===== config.mk =====
export PLATFORM = sky130hd
export DESIGN_NAME = ddr_rd_burst_align
export DESIGN_NICKNAME = d
export VERILOG_FILES = /design/src/rtl/ddr_rd_burst_align.sv
export SDC_FILE = /design/constraint.sdc
export NUM_CORES = 1
export LEC_CHECK = 0
export BUFFER_PORTS_ARGS = -buffer_cell sky130_fd_sc_hd__clkbuf_2
export CORE_MARGIN = 2
export CORE_UTILIZATION = 26
export DETAILED_ROUTE_END_ITERATION = 8
export MAX_ROUTING_LAYER = met4
export PLACE_DENSITY_LB_ADDON = 0.2
export SKIP_CTS_REPAIR_TIMING = 1
export SYNTH_ARGS = -nofsm -noshare
export SYNTH_HDL_FRONTEND = slang
export SYNTH_SLANG_ARGS = --single-unit

===== constraint.sdc =====
create_clock -name SCLKB -period 5.9 [get_ports SCLKB]
set_clock_uncertainty 0.15 [all_clocks]
set_input_delay 0.59 -clock SCLKB [delete_from_list [all_inputs] [get_ports SCLKB]]
set_output_delay 0.59 -clock SCLKB [all_outputs]
set_load 0.1 [all_outputs]

===== src/rtl/ddr_rd_burst_align.sv =====
// Aligns DQS read-buffer rise/fall captures into BL4/BL8 burst words, one per queued READ.
// Define DDR_RD_BURST_ALIGN_STATS_EN to add the BURST_CNT / ERR_CNT statistics outputs.
module ddr_rd_burst_align #(
  parameter int DW        = 8,
  parameter int CMD_DEPTH = 4,
  parameter int TIMEOUT   = 32
) (
  input  logic            SCLKB,
  input  logic            reset_prmbdet_clean,
  input  logic            READ,
  input  logic            BURST8,
  input  logic            DATAVALID,
  input  logic            DDRCLKPOL,
  input  logic [DW-1:0]   DQ_RISE,
  input  logic [DW-1:0]   DQ_FALL,
  output logic [8*DW-1:0] RD_DATA,
  output logic            RD_VALID,
  output logic            RD_BL8,
  output logic            RD_ERR,
  output logic            CMD_FULL,
  output logic            CMD_OVF
`ifdef DDR_RD_BURST_ALIGN_STATS_EN
  ,
  output logic [15:0]     BURST_CNT,
  output logic [7:0]      ERR_CNT
`endif
);

  localparam int AW = $clog2(CMD_DEPTH);
  localparam int TW = $clog2(TIMEOUT + 1);

  typedef enum logic [1:0] {S_IDLE, S_WAIT, S_COLLECT, S_ALIGN1} state_t;

  state_t               state;
  logic                 cmd_mem [CMD_DEPTH];
  logic [AW-1:0]        rd_ptr, wr_ptr;
  logic [AW:0]          cmd_cnt;
  logic                 push, pop, done, fail;
  logic                 bl, pol;
  logic [TW-1:0]        timer;
  logic [3:0]           beat_cnt, need;
  logic [7:0][DW-1:0]   beats, beats_nxt;
  logic [DW-1:0]        beat_a, beat_b;
  logic                 wr_a, wr_b;
  logic                 more_cmds, head_nxt;

  assign CMD_FULL  = (cmd_cnt == (AW+1)'(CMD_DEPTH));
  assign pop       = done | fail;
  assign push      = READ & (~CMD_FULL | pop);
  assign need      = bl ? 4'd8 : 4'd4;
  // Head after this cycle's pop: the next stored entry, or the READ arriving right now.
  assign more_cmds = (cmd_cnt > (AW+1)'(1)) | push;
  assign head_nxt  = (cmd_cnt > (AW+1)'(1)) ? cmd_mem[AW'(rd_ptr + 1'b1)] : BURST8;

  always_ff @(posedge SCLKB) begin
    if (push) cmd_mem[wr_ptr] <= BURST8;
  end

  always_ff @(posedge SCLKB or posedge reset_prmbdet_clean) begin
    if (reset_prmbdet_clean) begin
      rd_ptr  <= '0;
      wr_ptr  <= '0;
      cmd_cnt <= '0;
      CMD_OVF <= 1'b0;
    end else begin
      if (push) wr_ptr <= wr_ptr + 1'b1;
      if (pop)  rd_ptr <= rd_ptr + 1'b1;
      case ({push, pop})
        2'b10:   cmd_cnt <= cmd_cnt + 1'b1;
        2'b01:   cmd_cnt <= cmd_cnt - 1'b1;
        default: cmd_cnt <= cmd_cnt;
      endcase
      if (READ && CMD_FULL && !pop) CMD_OVF <= 1'b1;
    end
  end

  // With pol=1 the first rise beat is stale, so beat0 is that cycle's fall capture.
  always_comb begin
    beats_nxt = beats;
    beat_a    = DQ_RISE;
    beat_b    = DQ_FALL;
    wr_a      = 1'b0;
    wr_b      = 1'b0;
    done      = 1'b0;
    fail      = 1'b0;
    case (state)
      S_WAIT: begin
        if (DATAVALID) begin
          wr_a = 1'b1;
          if (pol) beat_a = DQ_FALL;
          else     wr_b = 1'b1;
        end else if (timer == TW'(TIMEOUT - 1)) begin
          fail = 1'b1;
        end
      end
      S_COLLECT: begin
        if (DATAVALID) begin
          wr_a = 1'b1;
          wr_b = 1'b1;
          if (!pol && (beat_cnt + 4'd2 == need)) done = 1'b1;
        end else begin
          fail = 1'b1;
        end
      end
      S_ALIGN1: begin
        if (DATAVALID) begin
          wr_a = 1'b1;
          done = 1'b1;
        end else begin
          fail = 1'b1;
        end
      end
      default: ;
    endcase
    for (int i = 0; i < 8; i++) begin
      if (wr_a && beat_cnt == 4'(i))         beats_nxt[i] = beat_a;
      if (wr_b && beat_cnt + 4'd1 == 4'(i))  beats_nxt[i] = beat_b;
    end
  end

  always_ff @(posedge SCLKB or posedge reset_prmbdet_clean) begin
    if (reset_prmbdet_clean) begin
      state    <= S_IDLE;
      bl       <= 1'b0;
      pol      <= 1'b0;
      timer    <= '0;
      beat_cnt <= '0;
      beats    <= '0;
      RD_DATA  <= '0;
      RD_VALID <= 1'b0;
      RD_BL8   <= 1'b0;
      RD_ERR   <= 1'b0;
    end else begin
      RD_VALID <= 1'b0;
      RD_ERR   <= fail;
      beats    <= beats_nxt;
      case (state)
        S_IDLE: begin
          if (cmd_cnt != '0) begin
            state    <= S_WAIT;
            bl       <= cmd_mem[rd_ptr];
            pol      <= DDRCLKPOL;
            timer    <= '0;
            beat_cnt <= '0;
          end
        end
        S_WAIT: begin
          if (DATAVALID) begin
            state    <= S_COLLECT;
            beat_cnt <= pol ? 4'd1 : 4'd2;
          end else if (fail) begin
            state <= S_IDLE;
          end else begin
            timer <= timer + 1'b1;
          end
        end
        S_COLLECT: begin
          if (fail) begin
            state <= S_IDLE;
          end else begin
            beat_cnt <= beat_cnt + 4'd2;
            if (pol && (beat_cnt + 4'd2 == need - 4'd1)) state <= S_ALIGN1;
          end
        end
        S_ALIGN1: begin
          if (fail) state <= S_IDLE;
        end
        default: state <= S_IDLE;
      endcase
      if (done) begin
        RD_VALID <= 1'b1;
        RD_BL8   <= bl;
        RD_DATA  <= bl ? beats_nxt : {{(4*DW){1'b0}}, beats_nxt[3:0]};
        if (more_cmds) begin
          state    <= S_WAIT;
          bl       <= head_nxt;
          pol      <= DDRCLKPOL;
          timer    <= '0;
          beat_cnt <= '0;
        end else begin
          state <= S_IDLE;
        end
      end
    end
  end

`ifdef DDR_RD_BURST_ALIGN_STATS_EN
  always_ff @(posedge SCLKB or posedge reset_prmbdet_clean) begin
    if (reset_prmbdet_clean) begin
      BURST_CNT <= '0;
      ERR_CNT   <= '0;
    end else begin
      if (RD_VALID)                  BURST_CNT <= BURST_CNT + 1'b1;
      if (RD_ERR && ERR_CNT != 8'hFF) ERR_CNT  <= ERR_CNT + 1'b1;
    end
  end
`endif

endmodule


==> flow_summary.json <==
{
  "status": "completed",
  "switching_power_w": 0.00237,
  "cts_sinks": 157,
  "intPower_w": 0.00286,
  "r2r_slack_ns": 1.47,
  "global_route.overflow_total": 0,
  "wire_per_inst_um": 18.4,
  "grt_pass1_wl_mm": 32.2,
  "worstRegToRegCells": 11,
  "synthFlopType": "dfrtp_1",
  "peakVddDrop_mv": 0.339,
  "cts_buffers": 17,
  "vias_per_cell": 4.64,
  "fin_crit_sh": 0.750,
  "ys_seq_elements": 157,
  "postRouteAntennaNets": 0,
  "grt.busiest_layer": "met2",
  "crit_path_max_fanout": 38,
  "syn_inst": 638,
  "finalPower_w": 0.00522,
  "worstMarginPinSlew_ns": 1.03,
  "grtUsageMet1": 0.198,
  "worst-setup-path-type": "flip-flop to flip-flop",
  "fmaxAchievable_mhz": 226,
  "grt_use_total": 0.140,
  "seq_power_share": 0.308,
  "ys_async_sr_fraction": 0.975,
  "startpoint_type": "flip-flop",
  "clock_path_buffers": 2,
  "final_nets": 749,
  "grt_pass1_vias": 5214,
  "core_um2": 29500,
  "initial_core_util": 0.262,
  "rsz0062_at_grt": "false",
  "syn-cell-area_um2": 7720,
  "synth.net_count": 676,
  "synth_warnings": 0,
  "met3_usage": 0.0256,
  "grt_max_degree": 64,
  "timing.final.hold_violations": 0,
  "ys_seq_area_frac": 0.511,
  "cts-htree-levels": 4,
  "holdCritPathClass": "input port to asynchronous set/reset pin",
  "slew-limit-headroom": 0.313,
  "tns_ns": 0,
  "drive_gt1_frac": 0.337,
  "swShare": 0.453,
  "min_period_ns": 4.43,
  "setup_viol": 0,
  "startpoint": "beat_cnt[1]",
  "drt_iter0_drc": 343,
  "end_kind": "flip-flop",
  "r2r_end": "cmd_cnt[2]",
  "cp_data_required_time_ns": 6.06,
  "clockRootBuffer": "clkbuf_16",
  "gp_congestion": 0.807,
  "yosysTopAreaCell": "dfrtp_1",
  "die_y_um": 176,
  "clockPowerShare": 0.247,
  "io_buffers": 90,
  "yosys.area.top_type_share": 0.496,
  "crit_path_end": "cmd_cnt[2]",
  "synthTopCellsByArea": "dfrtp_1 (50%), mux2_2 (13%), mux2i_1 (5.6%), a22o_1 (3.6%), ha_1 (2.6%)",
  "die_area_um2": 31100,
  "antenna_found_initial": 1,
  "drv_slew": 0,
  "synth.avg_cell_area_um2": 12.1,
  "dpl.hpwl_mm": 13.8,
  "drv_cap": 0,
  "met2_usage": 0.211,
  "top_level_ports": 91,
  "placed_area_um2": 8480,
  "rows": 63,
  "cts.reportedPaths.clkPinSlew_ns": 0.06,
  "design_area_um2": 9160,
  "fillers": 3062,
  "timing.hold.ws_ns": 0.0884,
  "dieWidth_um": 176,
  "detailedRoute.firstPassIterationCount": 5,
  "cp_data_arrival_time_ns": 4.59,
  "pwr-share-comb": 0.445,
  "power.density_nw_per_um2": 570,
  "cts_tree": "built",
  "r2r-start": "beat_cnt[1]",
  "synth_edf_count": 4,
  "wl_mm": 20.5,
  "clkLatencyLatePin_ns": 0.42,
  "routed-via-count": 5173,
  "syn_to_final_growth_pct": 18.6,
  "drc_errors": 0,
  "leakage_nw": 4.25,
  "ys_types": 69
}
[per-stage QoR]
stage | instances | worst slack (ns) | util
6_report | 1115 | 1.47 | 0.311
5_1_grt | 1115 | 1.09 | 0.311
4_1_cts | 1114 | 1.33 | 0.311
3_5_place_dp | 1082 | 1.35 | 0.288
3_3_place_gp | 1082 | 1.38 | 0.288
2_1_floorplan | 638 | 1.04 | -
[kinds of logic after synthesis]
family,share of synthesized area
DFF,0.511
buffers and inverters,0.0361
adders and majority gates,0.0259
AOI/OAI and AO/OA,0.125
xor gates and xnor gates,0.0115
and+or+nand+nor,0.0917
muxes,0.198
[critical path, cell delays in order, from the launching register on]
cell and delay (ns):
dfrtp_1 0.72, ha_1 0.40, xnor2_4 0.17, mux2i_1 0.16, a31oi_4 0.85, inv_2 0.63
o31a_1 0.55, inv_1 0.09, ha_1 0.19, mux2i_1 0.19, nor2_1 0.07, xor2_1 0.14
[synth_stat cells, drive strengths merged, types with 4 or more instances]
library cell / n
a211oi: 6
a21oi: 37
a22o: 32
a31oi: 7
and2: 9
buf: 23
clkbuf: 18
dfrtp: 153
edfxtp: 4
ha: 16
inv: 15
mux2: 93
mux2i: 43
nand2: 49
nand2b: 7
nand3: 7
nand3b: 5
nor2: 15
nor3: 6
o21ai: 42
xnor2: 6
[flip-flops by register name (all words and copies together) (netlist names)]
| signal | cells |
|---|---|
| CMD_OVF | 1 |
| RD_BL8 | 1 |
| RD_DATA | 64 |
| RD_ERR | 1 |
| RD_VALID | 1 |
| beat_cnt | 4 |
| beats | 64 |
| bl | 1 |
| cmd_cnt | 3 |
| cmd_mem | 4 |
| pol | 1 |
| rd_ptr | 2 |
| state | 2 |
| timer | 6 |
| wr_ptr | 2 |
[area by class of cell]
class / instances / area (um2) / area share
Antenna cell: 1 / 2.50 / 0.000273
Clock buffer: 19 / 443 / 0.0483
Clock inverter: 13 / 235 / 0.0257
Inverter: 15 / 61.3 / 0.00669
Multi-Input combinational cell: 425 / 3490 / 0.381
Sequential cell: 157 / 3950 / 0.431
Tap cell: 390 / 488 / 0.0533
Timing Repair Buffer: 95 / 488 / 0.0533
[metal layers]
layer | vias up | routed length, um
li1 | 2473 | -
met1 | 2572 | 10000
met2 | 117 | 9500
met3 | 11 | 884
met4 | 0 | 157
met5 | - | 0
[layout by cell type, fill, tap and decap left out, types with 8 or more instances in the layout]
cell       instances
o21ai_0           32
mux2_2            88
clkbuf_16         17
clkbuf_2          90
inv_1             12
dfrtp_1          153
o21ai_1           10
and2_1             8
a22o_1            32
ha_1              16
a21oi_1           37
nor2_1            14
nand2_1           47
mux2i_1           43
[power groups by stage]
stage,Sequential [W],Clock [W],Combinational [W]
global placement,0.00163,0,0.00234
CTS,0.00161,0.00131,0.00235
floorplan,0.00249,0,0.00103
detailed placement,0.00163,0,0.00235
global route,0.00165,0.00136,0.00250
finish,0.00161,0.00129,0.00233
[how the worst min path moves through the flow]
stage	start	to	slack [ns]	depth (start not counted)
finish	reset_prmbdet_clean	RD_DATA[63]	0.09	2
global route	reset_prmbdet_clean	RD_DATA[63]	0.14	2
CTS	reset_prmbdet_clean	beats[39]	0.12	2
detailed placement	RD_BL8	RD_BL8	0.32	2
global placement	RD_BL8	RD_BL8	0.33	2
floorplan	rd_ptr[1]	rd_ptr[1]	0.33	1
No activity file was read; power rests on OpenSTA's default activity.
